$ cat src/rtl/cpu_types_pkg.sv
// Shared CPU types: opcodes and register-index width used across the datapath.
package cpu_types_pkg;

    typedef enum logic [5:0] {
        RTYPE = 6'b000000,
        J     = 6'b000010,
        JAL   = 6'b000011,
        BEQ   = 6'b000100,
        BNE   = 6'b000101,
        ADDI  = 6'b001000,
        LW    = 6'b100011,
        SW    = 6'b101011
    } opcode_t;

    typedef logic [4:0] regbits_t;

endpackage

$ cat src/rtl/data_path_muxs_pkg.sv
// Shared datapath control types, including the hazard unit state encoding.
package data_path_muxs_pkg;

    typedef enum logic [1:0] {
        RUN        = 2'd0,
        MEM_WAIT   = 2'd1,
        LOAD_STALL = 2'd2,
        HALT       = 2'd3
    } hazard_state_t;

endpackage

$ cat src/rtl/hazard_control_unit_sat_counter.sv
// Saturating event counter: sticks at all-ones instead of wrapping.
module sat_counter #(
    parameter int W = 32
) (
    input  logic         clk,
    input  logic         inc,
    input  logic         clear,
    output logic [W-1:0] count
);

    logic [W-1:0] count_q;
    logic [W-1:0] count_d;

    // Next count: clear wins, otherwise step unless already saturated
    always_comb begin
        count_d = count_q;
        if (clear) begin
            count_d = '0;
        end else if (inc && (count_q != {W{1'b1}})) begin
            count_d = count_q + W'(1);
        end
    end

    // Count register
    always_ff @(posedge clk) begin
        count_q <= count_d;
    end

    assign count = count_q;

endmodule

$ cat src/rtl/hazard_control_unit.sv
// Pipeline hazard control: stalls, bubbles and flushes for the 5-stage MIPS core.
module hazard_control_unit
    import cpu_types_pkg::*;
    import data_path_muxs_pkg::*;
#(
    parameter int CNT_W = 32
) (
    input  logic          CLK,
    input  logic          RST,
    input  logic          ihit,
    input  logic          dhit,
    input  logic          dmemREN_EX_MEM,
    input  logic          dmemWEN_EX_MEM,
    input  opcode_t       opcode_ID_EX,
    input  regbits_t      rt_ID_EX,
    input  regbits_t      rs_IF_ID,
    input  regbits_t      rt_IF_ID,
    input  logic          branch_taken_EX_MEM,
    input  logic          jump_ID,
    input  logic          halt_MEM_WB,
    output logic          pc_en,
    output logic          en_IF_ID,
    output logic          en_ID_EX,
    output logic          en_EX_MEM,
    output logic          en_MEM_WB,
    output logic          flush_IF_ID,
    output logic          flush_ID_EX,
    output logic          flush_EX_MEM,
    output logic          halted,
    output hazard_state_t hz_state,
    output logic [CNT_W-1:0] stall_cnt,
    output logic [CNT_W-1:0] flush_cnt
);

    hazard_state_t state_q;
    hazard_state_t state_d;
    logic          dhit_seen_q;
    logic          dhit_seen_d;

    logic mem_op;
    logic dok;
    logic adv;
    logic load_use;
    logic halt_now;
    logic stall_inc;
    logic flush_inc;

    assign mem_op   = dmemREN_EX_MEM | dmemWEN_EX_MEM;
    assign dok      = ~mem_op | dhit | dhit_seen_q;
    assign adv      = ihit & dok & (state_q != HALT);
    assign load_use = (opcode_ID_EX == LW) && (rt_ID_EX != '0) &&
                      ((rt_ID_EX == rs_IF_ID) || (rt_ID_EX == rt_IF_ID));
    assign halt_now = halt_MEM_WB | (state_q == HALT);

    // Remember a data hit that arrived while fetch was still waiting
    always_comb begin
        dhit_seen_d = dhit_seen_q;
        if (adv) begin
            dhit_seen_d = 1'b0;
        end else if (dhit) begin
            dhit_seen_d = 1'b1;
        end
    end

    // State and latched data-hit registers
    always_ff @(posedge CLK) begin
        if (RST) begin
            state_q     <= RUN;
            dhit_seen_q <= 1'b0;
        end else begin
            state_q     <= state_d;
            dhit_seen_q <= dhit_seen_d;
        end
    end

    // Next state, following the same priority as the outputs
    always_comb begin
        state_d = state_q;
        if (halt_now) begin
            state_d = HALT;
        end else if (!adv) begin
            if (mem_op && !dok) begin
                state_d = MEM_WAIT;
            end
        end else if (branch_taken_EX_MEM) begin
            state_d = RUN;
        end else if ((state_q != LOAD_STALL) && load_use) begin
            state_d = LOAD_STALL;
        end else begin
            state_d = RUN;
        end
    end

    // Latch controls and counter strobes; reset holds everything quiet
    always_comb begin
        pc_en        = 1'b0;
        en_IF_ID     = 1'b0;
        en_ID_EX     = 1'b0;
        en_EX_MEM    = 1'b0;
        en_MEM_WB    = 1'b0;
        flush_IF_ID  = 1'b0;
        flush_ID_EX  = 1'b0;
        flush_EX_MEM = 1'b0;
        halted       = 1'b0;
        stall_inc    = 1'b0;
        flush_inc    = 1'b0;
        if (!RST) begin
            if (halt_now) begin
                halted = 1'b1;
            end else if (!adv) begin
                stall_inc = 1'b1;
            end else if (branch_taken_EX_MEM) begin
                pc_en        = 1'b1;
                en_IF_ID     = 1'b1;
                en_ID_EX     = 1'b1;
                en_EX_MEM    = 1'b1;
                en_MEM_WB    = 1'b1;
                flush_IF_ID  = 1'b1;
                flush_ID_EX  = 1'b1;
                flush_EX_MEM = 1'b1;
                flush_inc    = 1'b1;
            end else if ((state_q != LOAD_STALL) && load_use) begin
                en_ID_EX    = 1'b1;
                flush_ID_EX = 1'b1;
                en_EX_MEM   = 1'b1;
                en_MEM_WB   = 1'b1;
                stall_inc   = 1'b1;
            end else begin
                pc_en       = 1'b1;
                en_IF_ID    = 1'b1;
                en_ID_EX    = 1'b1;
                en_EX_MEM   = 1'b1;
                en_MEM_WB   = 1'b1;
                flush_IF_ID = jump_ID;
                flush_inc   = jump_ID;
            end
        end
    end

    assign hz_state = state_q;

    sat_counter #(.W(CNT_W)) u_stall_cnt (
        .clk   (CLK),
        .inc   (stall_inc),
        .clear (RST),
        .count (stall_cnt)
    );

    sat_counter #(.W(CNT_W)) u_flush_cnt (
        .clk   (CLK),
        .inc   (flush_inc),
        .clear (RST),
        .count (flush_cnt)
    );

endmodule

$ cat config.mk
export PLATFORM = sky130hd
export DESIGN_NAME = hazard_control_unit
export DESIGN_NICKNAME = d
export VERILOG_FILES = /design/src/rtl/cpu_types_pkg.sv /design/src/rtl/data_path_muxs_pkg.sv /design/src/rtl/hazard_control_unit_sat_counter.sv /design/src/rtl/hazard_control_unit.sv
export SDC_FILE = /design/constraint.sdc
export NUM_CORES = 1
export LEC_CHECK = 0
export ABC_AREA = 1
export CAP_MARGIN = 20
export CORE_MARGIN = 2
export CORE_UTILIZATION = 35
export CTS_CLUSTER_DIAMETER = 50
export DETAILED_ROUTE_END_ITERATION = 12
export HOLD_SLACK_MARGIN = 0.12
export SYNTH_ARGS = -nofsm -noshare
export SYNTH_HDL_FRONTEND = slang
export SYNTH_SLANG_ARGS = --single-unit
$ cat constraint.sdc
create_clock -name CLK -period 2.11 [get_ports CLK]
set_clock_uncertainty 0.1 [all_clocks]
set_input_delay 0.422 -clock CLK [delete_from_list [all_inputs] [get_ports CLK]]
set_output_delay 0.422 -clock CLK [all_outputs]
set_load 0.01 [all_outputs]
Word-level counts from Yosys, hierarchy flattened

Cells that the tools add are included.

Shift-type cells: 0
Divide/modulo/power cells: 0
Multiplexer cells: 33
Add/sub/neg operators: 2
Magnitude comparators: 0
Multipliers: 0
Eq/ne operators: 8
Bitwise operators: 7
Reductions and logical operators: 11

Operators with widths:

| operator              | count |
|---|---|
| $add 32x1->32 const B | 2 |
| $ne 32x32->1 const B  | 2 |
| $mux 1                | 28 |
| $eq 5x5->1            | 2 |
| $mux 2                | 5 |
| $eq 6x6->1 const B    | 1 |
| $logic_and 1x1->1     | 6 |
| $reduce_bool 5->1     | 1 |
| $ne 2x2->1 const B    | 2 |
| $or 1x1->1            | 4 |
| $reduce_bool 3->1     | 1 |
| $and 1x1->1           | 2 |
| $eq 2x2->1 const B    | 1 |
| $reduce_or 2->1       | 1 |
| $logic_not 1->1       | 1 |
| $logic_or 1x1->1      | 1 |
| $not 1->1             | 1 |

Output and inout port bits: 75
Latch bits: 0
Memories: 0
RAM bits: 0
Input bits: 30
Register bits after elaboration: 67
Memory bits (read-only): 0
Logic and storage cells: 65

Logic depth before layout (Yosys ltp)

Depth after elaboration: 10
Gate-level depth with buffers: 13

By module

Synthesis repeated with hierarchy kept, for this count alone.

Cell total of the unflattened synthesis: 744
Area total of the unflattened synthesis: 4,581.9 um^2

Modules (own cells, without submodules):

| module                    | times used | area an instance (um^2) | sequential area each (um^2) | cells an instance |
|---|---|---|---|---|
| sat_counter (u_flush_cnt) | 1          | 2,062.0                 | 640.6                       | 324 |
| sat_counter (u_stall_cnt) | 1          | 2,050.7                 | 640.6                       | 326 |
| hazard_control_unit       | 1          | 469.2                   | 60.1                        | 94 |

Worst setup path after synthesis

Ideal clock, no wire load.

Path type: reg2reg
Start point: register u_stall_cnt.count_q[0] (netlist: u_stall_cnt.count[0])
End point: register u_stall_cnt.count_q[10] (netlist: u_stall_cnt.count[10])
Library setup time: 132 ps
Path slack: 110 ps
Period minus slack after synthesis: 2,000 ps
Data required time: 1,878 ps
Cell stages (with the launch flop): 10
Data arrival time: 1,768 ps
Path through: dfxtp_1 > ha_1 > inv_1 > nor3_4 > nand2_2 > nor2_2 > nand4_2 > clkbuf_1 > nand4_1 > a21oi_1

Word-level cells in the longest chain between the ends: 2
Elaborated cells on any way between the ends: 3

RTL lines:

| what                                                                  | line                                  | RTL |
|---|---|---|
| start: declaration                                                    | hazard_control_unit_sat_counter.sv:11 | `logic [W-1:0] count_q;` |
| start signal: assignment                                              | hazard_control_unit_sat_counter.sv:26 | `count_q <= count_d;` |
| parallel branches: the longest is 2 deep, another holds $add 32x1->32 | n/a                                   |  |

Several ways; the timed one is not identified.
A chain may end at the register's enable or synchronous reset.

Worst setup path after layout

Start point: register state_q[0] (netlist: hz_state[0])
End point: output en_IF_ID

Word-level cells in the longest chain between the ends: 7
Elaborated cells on any way between the ends: 11

RTL lines:

| what                     | line                       | RTL |
|---|---|---|
| start: declaration       | hazard_control_unit.sv:35  | `hazard_state_t state_q;` |
| start signal: assignment | hazard_control_unit.sv:71  | `state_q <= state_d;` |
| $ne 2x2->1               | hazard_control_unit.sv:122 | `end else if ((state_q != LOAD_STALL) && load_use) begin` |
| $logic_and 1x1->1        | hazard_control_unit.sv:122 |  |
| $mux 1                   | hazard_control_unit.sv:122 |  |
| $mux 1                   | hazard_control_unit.sv:112 | `end else if (branch_taken_EX_MEM) begin` |
| $mux 1                   | hazard_control_unit.sv:110 | `end else if (!adv) begin` |
| $mux 1 *                 | hazard_control_unit.sv:108 | `if (halt_now) begin` |
| $mux 1 *                 | hazard_control_unit.sv:107 | `if (!RST) begin` |
| end: declaration         | hazard_control_unit.sv:22  | `output logic en_IF_ID,` |

Every way passes the cells marked *; elsewhere a longest branch is shown, timed or not.

==> flow_summary.json <==
{
  "dp_slack_ns": -0.616,
  "synth_cell_type_count": 30,
  "ir_drop_mv": 0.432,
  "rsz0062_at_grt": "true",
  "crit_required_ns": 1.59,
  "setup.worst_path.class": "reg -> out",
  "worstRegToRegCells": 10,
  "syn_inst": 730,
  "p_total_w": 0.00311,
  "wl_per_cell_um": 13.9,
  "drive_above_1_share": 0.151,
  "cts.sinks": 67,
  "drt_wl_total_um": 14800,
  "antenna_found_initial": 0,
  "cp_num_buf_inv": 3,
  "outcome": "completed",
  "numCtsBuffers": 9,
  "coreArea_um2": 12600,
  "fin_crit_sh": 0.980,
  "worst_slew_pin_slew_ns": 0.711,
  "die-area_um2": 13800,
  "worstSetupStartpointType": "flop",
  "antenna-diode-count": 0,
  "dieWidth_um": 117,
  "grt_pass1_vias": 5299,
  "syn2layout_area_growth_pct": 45.0,
  "synthFlopType": "dfxtp_1",
  "routed_via_density": 5.03,
  "synth_edf_count": 0,
  "cts_tree": "yes",
  "ant_nets": 0,
  "synthArstFlopShare": 0,
  "ys_seq_elements": 67,
  "cts_htree_levels": 3,
  "dr_total_vias": 5384,
  "timing.reg2reg.setup_slack_ns": 0.16,
  "cp_cell_sequence": "inv_2 -> a21oi_2 -> nand4_1 -> nor2_2 -> nand3_2 -> nand2_1 -> inv_1 -> buf_2",
  "final_cells": 1070,
  "power_leakage_nw": 2.61,
  "rows": 41,
  "fillers": 1307,
  "relSlewSlack": 0.526,
  "timing.final.hold_violations": 0,
  "dp_cells": 1046,
  "crit_path_top_delay_cell": "dfxtp_2",
  "yosysTopAreaCell": "dfxtp_1",
  "final_util": 0.518,
  "yosysWarnings": 0,
  "overflow": 0,
  "r2r_end": "u_stall_cnt.count[13]",
  "syn_nets": 762,
  "fmax_ghz": 0.484,
  "hold_depth": 2,
  "first_pass_iters": 5,
  "maxSlewViolCount": 0,
  "hold_buffers": 0,
  "root_buffer": "clkbuf_16",
  "clk_pin_slew_worst_paths_ns": 0.05,
  "cp_max_fo": 3,
  "end_kind": "output pin",
  "worstHoldStart": "u_flush_cnt.count[29]",
  "p_per_area_nw_per_um2": 476,
  "clk_path_buf_depth": 2,
  "io_pins": 105,
  "min-delay-path-class": "reg -> reg",
  "hpwl_um": 11000,
  "clk_latency_ns": 0.34,
  "synth_area_per_cell_um2": 6.17,
  "syn_area_um2": 4510,
  "synth_top_area_share": 0.298,
  "io_buffers": 104,
  "drv_cap": 0,
  "synth_area_leaders": "dfxtp_1, nand2_1, nor2_1",
  "initial_core_util": 0.357,
  "grt_start_max_net_pins": 64,
  "min_to": "u_flush_cnt.count[29]",
  "setup_viol": 0,
  "place_congestion": 0.913,
  "grt_pass1_wl_um": 25000,
  "min_period_ns": 2.07,
  "grtUsageTotal": 0.218,
  "nets": 926,
  "yosysSeqAreaShare": 0.298,
  "slowest_delay_ns": 0.36,
  "r2r-start": "u_stall_cnt.count[1]",
  "arrival_ns": 1.55,
  "yosys-top-cells-count": "nand2_1, nor2_1, dfxtp_1, a21oi_1, inv_1",
  "dieHeight_um": 117,
  "crit_family": "simple AND/OR/NAND/NOR gates",
  "post-route-drc-count": 0,
  "worst_slack_ns": 0.0422,
  "drtIter0Drc": 359,
  "yosysMostFrequentCell": "nand2_1"
}
==> layer usage <==
metal,wire (µm),track usage
met5,0,0
met2,7180,0.369
met3,719,0.0455
met4,497,0.0926
met1,6450,0.268
==> power by group <==
group / internal (W) / switching, W / total (W) / leakage [nW]
clock network: 0.000971 / 0.000563 / 0.00153 / 0.146
logic: 0.000136 / 0.000162 / 0.000298 / 1.93
registers: 0.00127 / 0.00000673 / 0.00128 / 0.541
==> flip-flops by register name, summed over array words and instances (netlist names) <==
signal,count
dhit_seen_q,1
hz_state,2
u_flush_cnt.count,32
u_stall_cnt.count,32
==> how the worst max path moves through the flow <==
stage / startpoint / endpoint / slack, ns / cells after the start
after floorplan: u_stall_cnt.count[0] / u_stall_cnt.count[10] / 0.11 / 9
after global placement: rt_ID_EX[1] / flush_ID_EX / -0.54 / 10
after CTS: hz_state[1] / flush_IF_ID / -0.004 / 8
final: hz_state[0] / en_IF_ID / 0.04 / 8
after global routing: hz_state[0] / en_IF_ID / -0.04 / 8
after detailed placement: rt_ID_EX[0] / flush_IF_ID / -0.62 / 10
==> per-stage QoR <==
step                cell area (µm²)  setup TNS [ns]  hold WS [ns]
detailed placement             6140          -32.12         0.392
floorplan                      4510               0         0.406
global placement               6140          -26.57         0.390
finish                         6530               0         0.406
global route                   6530          -0.279         0.417
CTS                            6470        -0.00359         0.407
==> layout by cell type (no fill, tap or decap), types with 3 or more instances in the layout <==
cell type and n:
a21oi_1 61, buf_2 6, buf_4 72, buf_6 4, clkbuf_16 9, clkdlybuf4s15_1 5
clkdlybuf4s50_1 68, dfxtp_1 64, dfxtp_2 3, dlygate4sd2_1 18, dlymetal6s2s_1 5, inv_1 57
inv_2 5, nand2_1 242, nand2_2 6, nand3_1 25, nand3_2 4, nand3b_1 9
nand4_1 42, nor2_1 80, nor2_2 8, nor3_1 28, o21ai_0 4, xnor2_1 16
xor2_1 28
==> timing repair <==
| item | CTS | global route |
|---|---|---|
| setup endpoints to repair | 70 | 58 |
| pin swaps | 16 | 15 |
| resized for setup | 58 | 28 |
| buffers inserted | 8 | 1 |
==> worst min-delay path, cell delays in order (launching register included) <==
cell and delay, ns:
dfxtp_1 0.33, nand2_1 0.07, a21oi_1 0.06
==> logic make-up (layout without fill, tap and decap cells) <==
| group | count (synthesis) | in the layout | share of synthesized area |
|---|---|---|---|
| and+or+nand+nor | 455 | 455 | 0.443 |
| buffers and inverters | 92 | 260 | 0.0894 |
| AOI/OAI and AO/OA | 70 | 70 | 0.0791 |
| DFF | 67 | 67 | 0.298 |
| xor gates and xnor gates | 44 | 44 | 0.0855 |
| adders and majority gates | 2 | 2 | 0.00555 |
==> layout make-up <==
class                      count  area (µm²)  share of cell area
inverter                      63         236              0.0362
tap                          172         215              0.0329
sequential                    67        1350               0.206
clock buffer                  13         260              0.0398
multi-input combinational    571        2830               0.432
timing repair buffer         182        1620               0.247
clock inverter                 2        35.0             0.00536
Power figures use the tool's default switching activity.
